`src/rtl/fpnew_issue_rob_pkg.sv`:
```
// Shared types for the FPU issue/reorder companion block.
//
// Contents:
//   roundmode_e, operation_e, fp_format_e, int_format_e, status_t
//     - the FPU op-field and flag types forwarded by the issue path
//   FLEN        - operand/result width stored per ROB entry
//   rob_entry_t - one reorder-buffer slot (result + status flags)
//   tag_width() - tag width for a given depth, never less than 1 bit
package fpnew_issue_rob_pkg;

   localparam int unsigned FLEN = 64;

   typedef enum logic [2:0] {
      RNE = 3'b000,
      RTZ = 3'b001,
      RDN = 3'b010,
      RUP = 3'b011,
      RMM = 3'b100,
      DYN = 3'b111
   } roundmode_e;

   typedef enum logic [3:0] {
      FMADD, FNMSUB, ADD, MUL, DIV, SQRT, SGNJ, MINMAX,
      CMP, CLASSIFY, F2F, F2I, I2F, CPKAB, CPKCD
   } operation_e;

   typedef enum logic [2:0] {
      FP32, FP64, FP16, FP8, FP16ALT
   } fp_format_e;

   typedef enum logic [1:0] {
      INT8, INT16, INT32, INT64
   } int_format_e;

   typedef struct packed {
      logic nv;
      logic dz;
      logic of;
      logic uf;
      logic nx;
   } status_t;

   typedef struct packed {
      logic [FLEN-1:0] result;
      status_t         status;
   } rob_entry_t;

   // $clog2(1) is 0, which would give a zero-width tag bus.
   function automatic int unsigned tag_width(input int unsigned n);
      return (n < 2) ? 1 : $clog2(n);
   endfunction

endpackage

```
`src/rtl/fpnew_rob_storage.sv`:
```
// Result/status storage for the reorder buffer.
//
// One tag-indexed write port (FPU result return) and one asynchronous read
// port (ROB head). Data carries no reset: validity lives in the done bits
// kept by the parent.
//
// Ports:
//   clk_i   - clock
//   we_i    - write enable
//   waddr_i - slot written (result tag)
//   wdata_i - entry written
//   raddr_i - slot read (head pointer)
//   rdata_o - entry at raddr_i
module fpnew_rob_storage
   import fpnew_issue_rob_pkg::*;
#(
   parameter int unsigned NumEntries = 4,
   parameter int unsigned TagWidth   = 2
) (
   input  logic                clk_i,
   input  logic                we_i,
   input  logic [TagWidth-1:0] waddr_i,
   input  rob_entry_t          wdata_i,
   input  logic [TagWidth-1:0] raddr_i,
   output rob_entry_t          rdata_o
);

   rob_entry_t mem_q [NumEntries];

   always_ff @(posedge clk_i) begin
      if (we_i) mem_q[waddr_i] <= wdata_i;
   end

   assign rdata_o = mem_q[raddr_i];

endmodule

```
`src/rtl/fpnew_issue_rob.sv`:
```
// Requester-side FPU companion: tags ops from the core, issues them to the
// FPU, collects out-of-order results by tag and returns them in issue order.
//
// Optional build macro: FPNEW_ISSUE_ROB_FFLAGS_EN adds fflags_clr_i and
// fflags_o (sticky OR of the status of every retired op).
//
// Ports:
//   clk_i, rst_i                 - clock, synchronous active-high reset
//   req_*                        - core request (valid/ready, operands, op fields)
//   flush_i                      - kill every outstanding op
//   fpu_* outputs                - forwarded op fields, tag, issue valid, flush
//   fpu_in_ready_i               - FPU accepts the issued op
//   fpu_result_i/status_i/tag_i  - FPU result return, fpu_out_valid_i/ready_o
//   rsp_*                        - in-order response to the core
//   busy_o                       - at least one slot allocated
//   err_stray_o                  - sticky: result for a slot not awaiting one
module fpnew_issue_rob
   import fpnew_issue_rob_pkg::*;
#(
   parameter  int unsigned Width      = FLEN,  // must equal FLEN
   parameter  int unsigned NumEntries = 4,     // power of two, 2..16
   localparam int unsigned TagWidth   = tag_width(NumEntries)
) (
   input  logic                  clk_i,
   input  logic                  rst_i,
   input  logic                  req_valid_i,
   output logic                  req_ready_o,
   input  logic [3*Width-1:0]    req_operands_i,
   input  roundmode_e            req_rnd_mode_i,
   input  operation_e            req_op_i,
   input  logic                  req_op_mod_i,
   input  fp_format_e            req_src_fmt_i,
   input  fp_format_e            req_dst_fmt_i,
   input  int_format_e           req_int_fmt_i,
   input  logic                  req_vectorial_op_i,
   input  logic                  flush_i,
   output logic [3*Width-1:0]    fpu_operands_o,
   output roundmode_e            fpu_rnd_mode_o,
   output operation_e            fpu_op_o,
   output logic                  fpu_op_mod_o,
   output fp_format_e            fpu_src_fmt_o,
   output fp_format_e            fpu_dst_fmt_o,
   output int_format_e           fpu_int_fmt_o,
   output logic                  fpu_vectorial_op_o,
   output logic [TagWidth-1:0]   fpu_tag_o,
   output logic                  fpu_in_valid_o,
   input  logic                  fpu_in_ready_i,
   output logic                  fpu_flush_o,
   input  logic [Width-1:0]      fpu_result_i,
   input  status_t               fpu_status_i,
   input  logic [TagWidth-1:0]   fpu_tag_i,
   input  logic                  fpu_out_valid_i,
   output logic                  fpu_out_ready_o,
   output logic                  rsp_valid_o,
   input  logic                  rsp_ready_i,
   output logic [Width-1:0]      rsp_result_o,
   output status_t               rsp_status_o,
   output logic                  busy_o,
   output logic                  err_stray_o
`ifdef FPNEW_ISSUE_ROB_FFLAGS_EN
  ,input  logic                  fflags_clr_i,
   output status_t               fflags_o
`endif
);

   localparam int unsigned         CntWidth = TagWidth + 1;
   localparam logic [CntWidth-1:0] CntFull  = CntWidth'(NumEntries);
   localparam logic [CntWidth-1:0] CntOne   = CntWidth'(1);
   localparam logic [TagWidth-1:0] TagOne   = TagWidth'(1);

   logic [TagWidth-1:0]   head_q, tail_q;
   logic [CntWidth-1:0]   count_q;
   logic [NumEntries-1:0] alloc_q, done_q;
   logic                  err_stray_q;

   logic       full, issue, retire, res_ok, res_stray;
   rob_entry_t wr_entry, rd_entry;

   // Issue path: pure pass-through, the FPU handshake is the core handshake.
   assign fpu_operands_o     = req_operands_i;
   assign fpu_rnd_mode_o     = req_rnd_mode_i;
   assign fpu_op_o           = req_op_i;
   assign fpu_op_mod_o       = req_op_mod_i;
   assign fpu_src_fmt_o      = req_src_fmt_i;
   assign fpu_dst_fmt_o      = req_dst_fmt_i;
   assign fpu_int_fmt_o      = req_int_fmt_i;
   assign fpu_vectorial_op_o = req_vectorial_op_i;
   assign fpu_tag_o          = tail_q;
   assign fpu_flush_o        = flush_i;

   // Full uses the registered count, so a same-cycle retire never frees a slot.
   assign full           = (count_q == CntFull);
   assign fpu_in_valid_o = req_valid_i & ~full & ~flush_i;
   assign req_ready_o    = fpu_in_valid_o & fpu_in_ready_i;
   assign issue          = req_ready_o;

   // Every allocated slot already owns its storage, so results never stall.
   assign fpu_out_ready_o = 1'b1;
   assign res_ok    = fpu_out_valid_i & ~flush_i & alloc_q[fpu_tag_i] & ~done_q[fpu_tag_i];
   assign res_stray = fpu_out_valid_i & ~flush_i & ~(alloc_q[fpu_tag_i] & ~done_q[fpu_tag_i]);

   // Storage has no reset; gating on valid keeps the data outputs at 0 when idle.
   assign rsp_valid_o  = done_q[head_q];
   assign rsp_result_o = rsp_valid_o ? rd_entry.result[Width-1:0] : '0;
   assign rsp_status_o = rsp_valid_o ? rd_entry.status : '0;
   assign retire       = rsp_valid_o & rsp_ready_i & ~flush_i;

   assign busy_o      = (count_q != '0);
   assign err_stray_o = err_stray_q;

   assign wr_entry.result = fpu_result_i;
   assign wr_entry.status = fpu_status_i;

   fpnew_rob_storage #(
      .NumEntries (NumEntries),
      .TagWidth   (TagWidth)
   ) u_storage (
      .clk_i   (clk_i),
      .we_i    (res_ok),
      .waddr_i (fpu_tag_i),
      .wdata_i (wr_entry),
      .raddr_i (head_q),
      .rdata_o (rd_entry)
   );

   // The issue slot (tail, unallocated), the written slot (allocated, not done)
   // and the retiring slot (head, done) are always distinct, so the per-bit
   // updates below never collide.
   always_ff @(posedge clk_i) begin
      if (rst_i) begin
         head_q      <= '0;
         tail_q      <= '0;
         count_q     <= '0;
         alloc_q     <= '0;
         done_q      <= '0;
         err_stray_q <= 1'b0;
      end else if (flush_i) begin
         head_q  <= '0;
         tail_q  <= '0;
         count_q <= '0;
         alloc_q <= '0;
         done_q  <= '0;
      end else begin
         if (issue) begin
            alloc_q[tail_q] <= 1'b1;
            done_q[tail_q]  <= 1'b0;
            tail_q          <= tail_q + TagOne;
         end
         if (res_ok) done_q[fpu_tag_i] <= 1'b1;
         if (res_stray) err_stray_q <= 1'b1;
         if (retire) begin
            alloc_q[head_q] <= 1'b0;
            done_q[head_q]  <= 1'b0;
            head_q          <= head_q + TagOne;
         end
         case ({issue, retire})
            2'b10:   count_q <= count_q + CntOne;
            2'b01:   count_q <= count_q - CntOne;
            default: count_q <= count_q;
         endcase
      end
   end

`ifdef FPNEW_ISSUE_ROB_FFLAGS_EN
   status_t fflags_q;
   status_t retire_flags;

   assign retire_flags = retire ? rd_entry.status : '0;
   assign fflags_o     = fflags_q;

   // Flush leaves accumulated flags alone; clear still lets the retiring op in.
   always_ff @(posedge clk_i) begin
      if (rst_i)             fflags_q <= '0;
      else if (fflags_clr_i) fflags_q <= retire_flags;
      else                   fflags_q <= fflags_q | retire_flags;
   end
`endif

endmodule

```
`config.mk`:
```
export PLATFORM = sky130hd
export DESIGN_NAME = fpnew_issue_rob
export DESIGN_NICKNAME = d
export VERILOG_FILES = /design/src/rtl/fpnew_issue_rob_pkg.sv /design/src/rtl/fpnew_rob_storage.sv /design/src/rtl/fpnew_issue_rob.sv
export SDC_FILE = /design/constraint.sdc
export NUM_CORES = 1
export LEC_CHECK = 0
export CELL_PAD_IN_SITES_DETAIL_PLACEMENT = 0
export CELL_PAD_IN_SITES_GLOBAL_PLACEMENT = 1
export CORE_AREA = 4 4 220 222
export CTS_CLUSTER_SIZE = 24
export DETAILED_ROUTE_END_ITERATION = 7
export DIE_AREA = 0 0 224 226
export PLACE_DENSITY_LB_ADDON = 0.1
export SYNTH_ARGS = -nofsm -noshare
export SYNTH_HDL_FRONTEND = slang
export SYNTH_SLANG_ARGS = --single-unit
```
`constraint.sdc`:
```
create_clock -name clk_i -period 3.6 [get_ports clk_i]
set_input_delay 0.72 -clock clk_i [delete_from_list [all_inputs] [get_ports clk_i]]
set_output_delay 0.72 -clock clk_i [all_outputs]
set_load 0.01 [all_outputs]
```
==> out/results.ini <==
[floorplanning]
fp.dieW_um = 224
coreArea_mm2 = 0.0464
fp-row-count = 79
die_y_um = 226
dieArea_mm2 = 0.0506
initial_core_util_pct = 28.1
io_pins = 574

[cts]
clock-sinks = 294
cts_htree_levels = 2
hold_buffers = 0
cts-root-buf = clkbuf_16
clk_latency_ns = 0.54
clk_pin_slew_ns = 0.06
cts_buffers = 35
cts_tree = yes
clockBufferDepth = 3

[detailed_routing]
wirelength_mm = 49.6
route.detailed.drc = 0
final_antenna_net_count = 0
drt_first_pass_iters = 4
wl_per_cell_um = 36.2
drtIter0Drc = 387
vias = 6377
viasPerCell = 4.65

[critical_path]
path_max_fanout = 59
required_ns = 2.88
critPathLaunchType = flip-flop
worstPathArrival_ns = 2.67
end_kind = output port
crit_type = flip-flop to output port

[timing]
fin_skew_ns = 0.0185
slew_headroom_pct = 66.1
tightest_slew_ns = 0.508
period_share_pct = 94.1
postLayoutSetupSlackWorst_ns = 0.213
slew_violations = 0
tns_ns = 0
final-hold-violation-count = 0
hold_ws_ns = 0.469
setup_viol_count_final = 0
grt_setup_unrepaired = false
final.min_clock_period_ns = 3.39
max_freq_mhz = 295

[synth]
synth.yosys.seq_area_share_pct = 66.5
yosysMostFrequentCell = edfxtp_1
synth-main-ff-cell = edfxtp_1
synth_cell_types = 36
async_flop_share_pct = 0
ys_seq_elements = 294
synth_area_mm2 = 0.0130
yosys_warnings = 0
synthCells = 765
synth_area_leaders = edfxtp_1 (64%), buf_4 (12%), mux4_2 (12%), and2_1 (3.4%), dfxtp_1 (2.8%)
postSynthAreaPerCell_um2 = 17.0
yosysTopAreaCellShare_pct = 63.7
synth-edff-count = 276
yosys.area.top_type = edfxtp_1
synth_commonest_cells = edfxtp_1 (276), buf_4 (211), and2_1 (71)
syn_nets = 1062

[hold_path]
hold_class = flip-flop to flip-flop

[cells_and_area]
finalNetCount = 1033
diodes = 0
drive_gt1_share_pct = 19.5
syn2layout_area_growth_pct = 15.7
fillers = 4434

[global_route]
grt_usage_pct = 19.0
grt_max_degree = 70
grt_first_pass_wirelength_mm = 65.0
antenna_found_initial = 6
overflow = 0
grt_pass1_vias = 7033

[pwr]
p_per_area_mw_per_mm2 = 502
vdd_ir_drop_max_mv = 0.285
p_leak_nw = 4.68

[flow_run]
drv_cap = 0

[placement]
io_buffers = 154
pre_cts_ws_ns = 0.488
gp_congestion = 0.741
hpwl_mm = 37.4

[run_status]
run_status = finished clean

per-layer routing:
metal  vias to the layer above  routed length (um)  global-route usage [%]
met1                      3196               14500                    17.2
li1                       2593                   -                       -
met3                        90               11400                    21.1
met4                        14                1230                    5.05
met5                         -                 169                    1.42
met2                       484               22300                    28.1
stage by stage:
| stage | utilization (%) | instances | power (mW) | area [um^2] |
|---|---|---|---|---|
| 4_1_cts | 32.4 | 1368 | 7.68 | 15000 |
| 6_report | 32.5 | 1370 | 7.55 | 15100 |
| 3_3_place_gp | 29.8 | 1304 | 3.96 | 13800 |
| 3_5_place_dp | 29.8 | 1304 | 3.97 | 13800 |
| 2_1_floorplan | - | 765 | 4.07 | 13000 |
| 5_1_grt | 32.5 | 1370 | 7.86 | 15100 |
final timing paths:
path / from / end / slack [ns] / depth (start not counted)
hold reg to reg: alloc_q[2]$_SDFF_PP0_ / alloc_q[2]$_SDFF_PP0_ / 0.47 / 1
hold / removal: alloc_q[2]$_SDFF_PP0_ / alloc_q[2]$_SDFF_PP0_ / 0.47 / 1
setup reg to reg: head_q[0]$_SDFFE_PP0N_ / count_q[2]$_SDFFE_PP0P_ / 0.95 / 10
setup / recovery: head_q[0]$_SDFFE_PP0N_ / rsp_result_o[9] / 0.21 / 4
registers in the layout (all words and copies together) (netlist names), named ones only:
| name | flops |
|---|---|
| head_q | 2 |
| u_storage.mem_q | 276 |
| err_stray_o | 1 |
| alloc_q | 4 |
| count_q | 3 |
| fpu_tag_o | 2 |
| done_q | 4 |
final cells by class:
cell class,count,area (um^2),area share (%)
Clock inverter,20,289,1.92
Timing Repair Buffer,172,1790,11.9
Sequential cell,294,8660,57.5
Tap cell,607,759,5.04
Inverter,13,53.8,0.357
Clock buffer,44,910,6.04
Multi-Input combinational cell,220,2600,17.2
worst max-delay path, stage by stage, from the launching register on:
cell             delay (ns)
dfxtp_1                0.44
mux4_2                 0.57
buf_6                  0.27
and2_1                 0.23
clkdlybuf4s50_1        0.59
cells by family (layout without fill, tap and decap cells):
family	Yosys count	in the layout	synth area share (%)
compound gates	28	28	1.49
xor+xnor	2	2	0.135
fa+ha+maj	10	10	1.02
buf+inv	251	249	13.6
flops	294	294	66.5
mux	70	70	12.1
other cells	1	1	0.0288
simple gates	109	109	5.16
power by group:
group / total, mW / internal (mW) / switching, mW
Sequential: 3.74 / 3.73 / 0.00176
Clock: 3.66 / 2.24 / 1.41
Combinational: 0.157 / 0.0889 / 0.0677
repair_timing:
item | CTS | global route
hold endpoints to repair | 0 | 0
buffers inserted | 0 | 2
gates resized for setup | 0 | 1
endpoints found under the setup margin | 0 | 30
cell usage in the layout, fill, tap and decap left out, drive strengths merged, types with 2 or more instances in the layout:
master and instances:
clkinv 16, buf 18, o21a 6, o21ai 6
nor3b 3, dfxtp 18, edfxtp 276, a21oi 5
a31oi 5, nand4b 4, nand4 2, ha 9
clkbuf 44, nand3b 2, nor2b 2, clkdlybuf4s50 154
a21boi 4, xor2 2, mux4 70, bufinv 6
and2 71, nor2 12, nor3 2, inv 10
or3 3
Note: power is estimated with default switching activity, not from simulation.
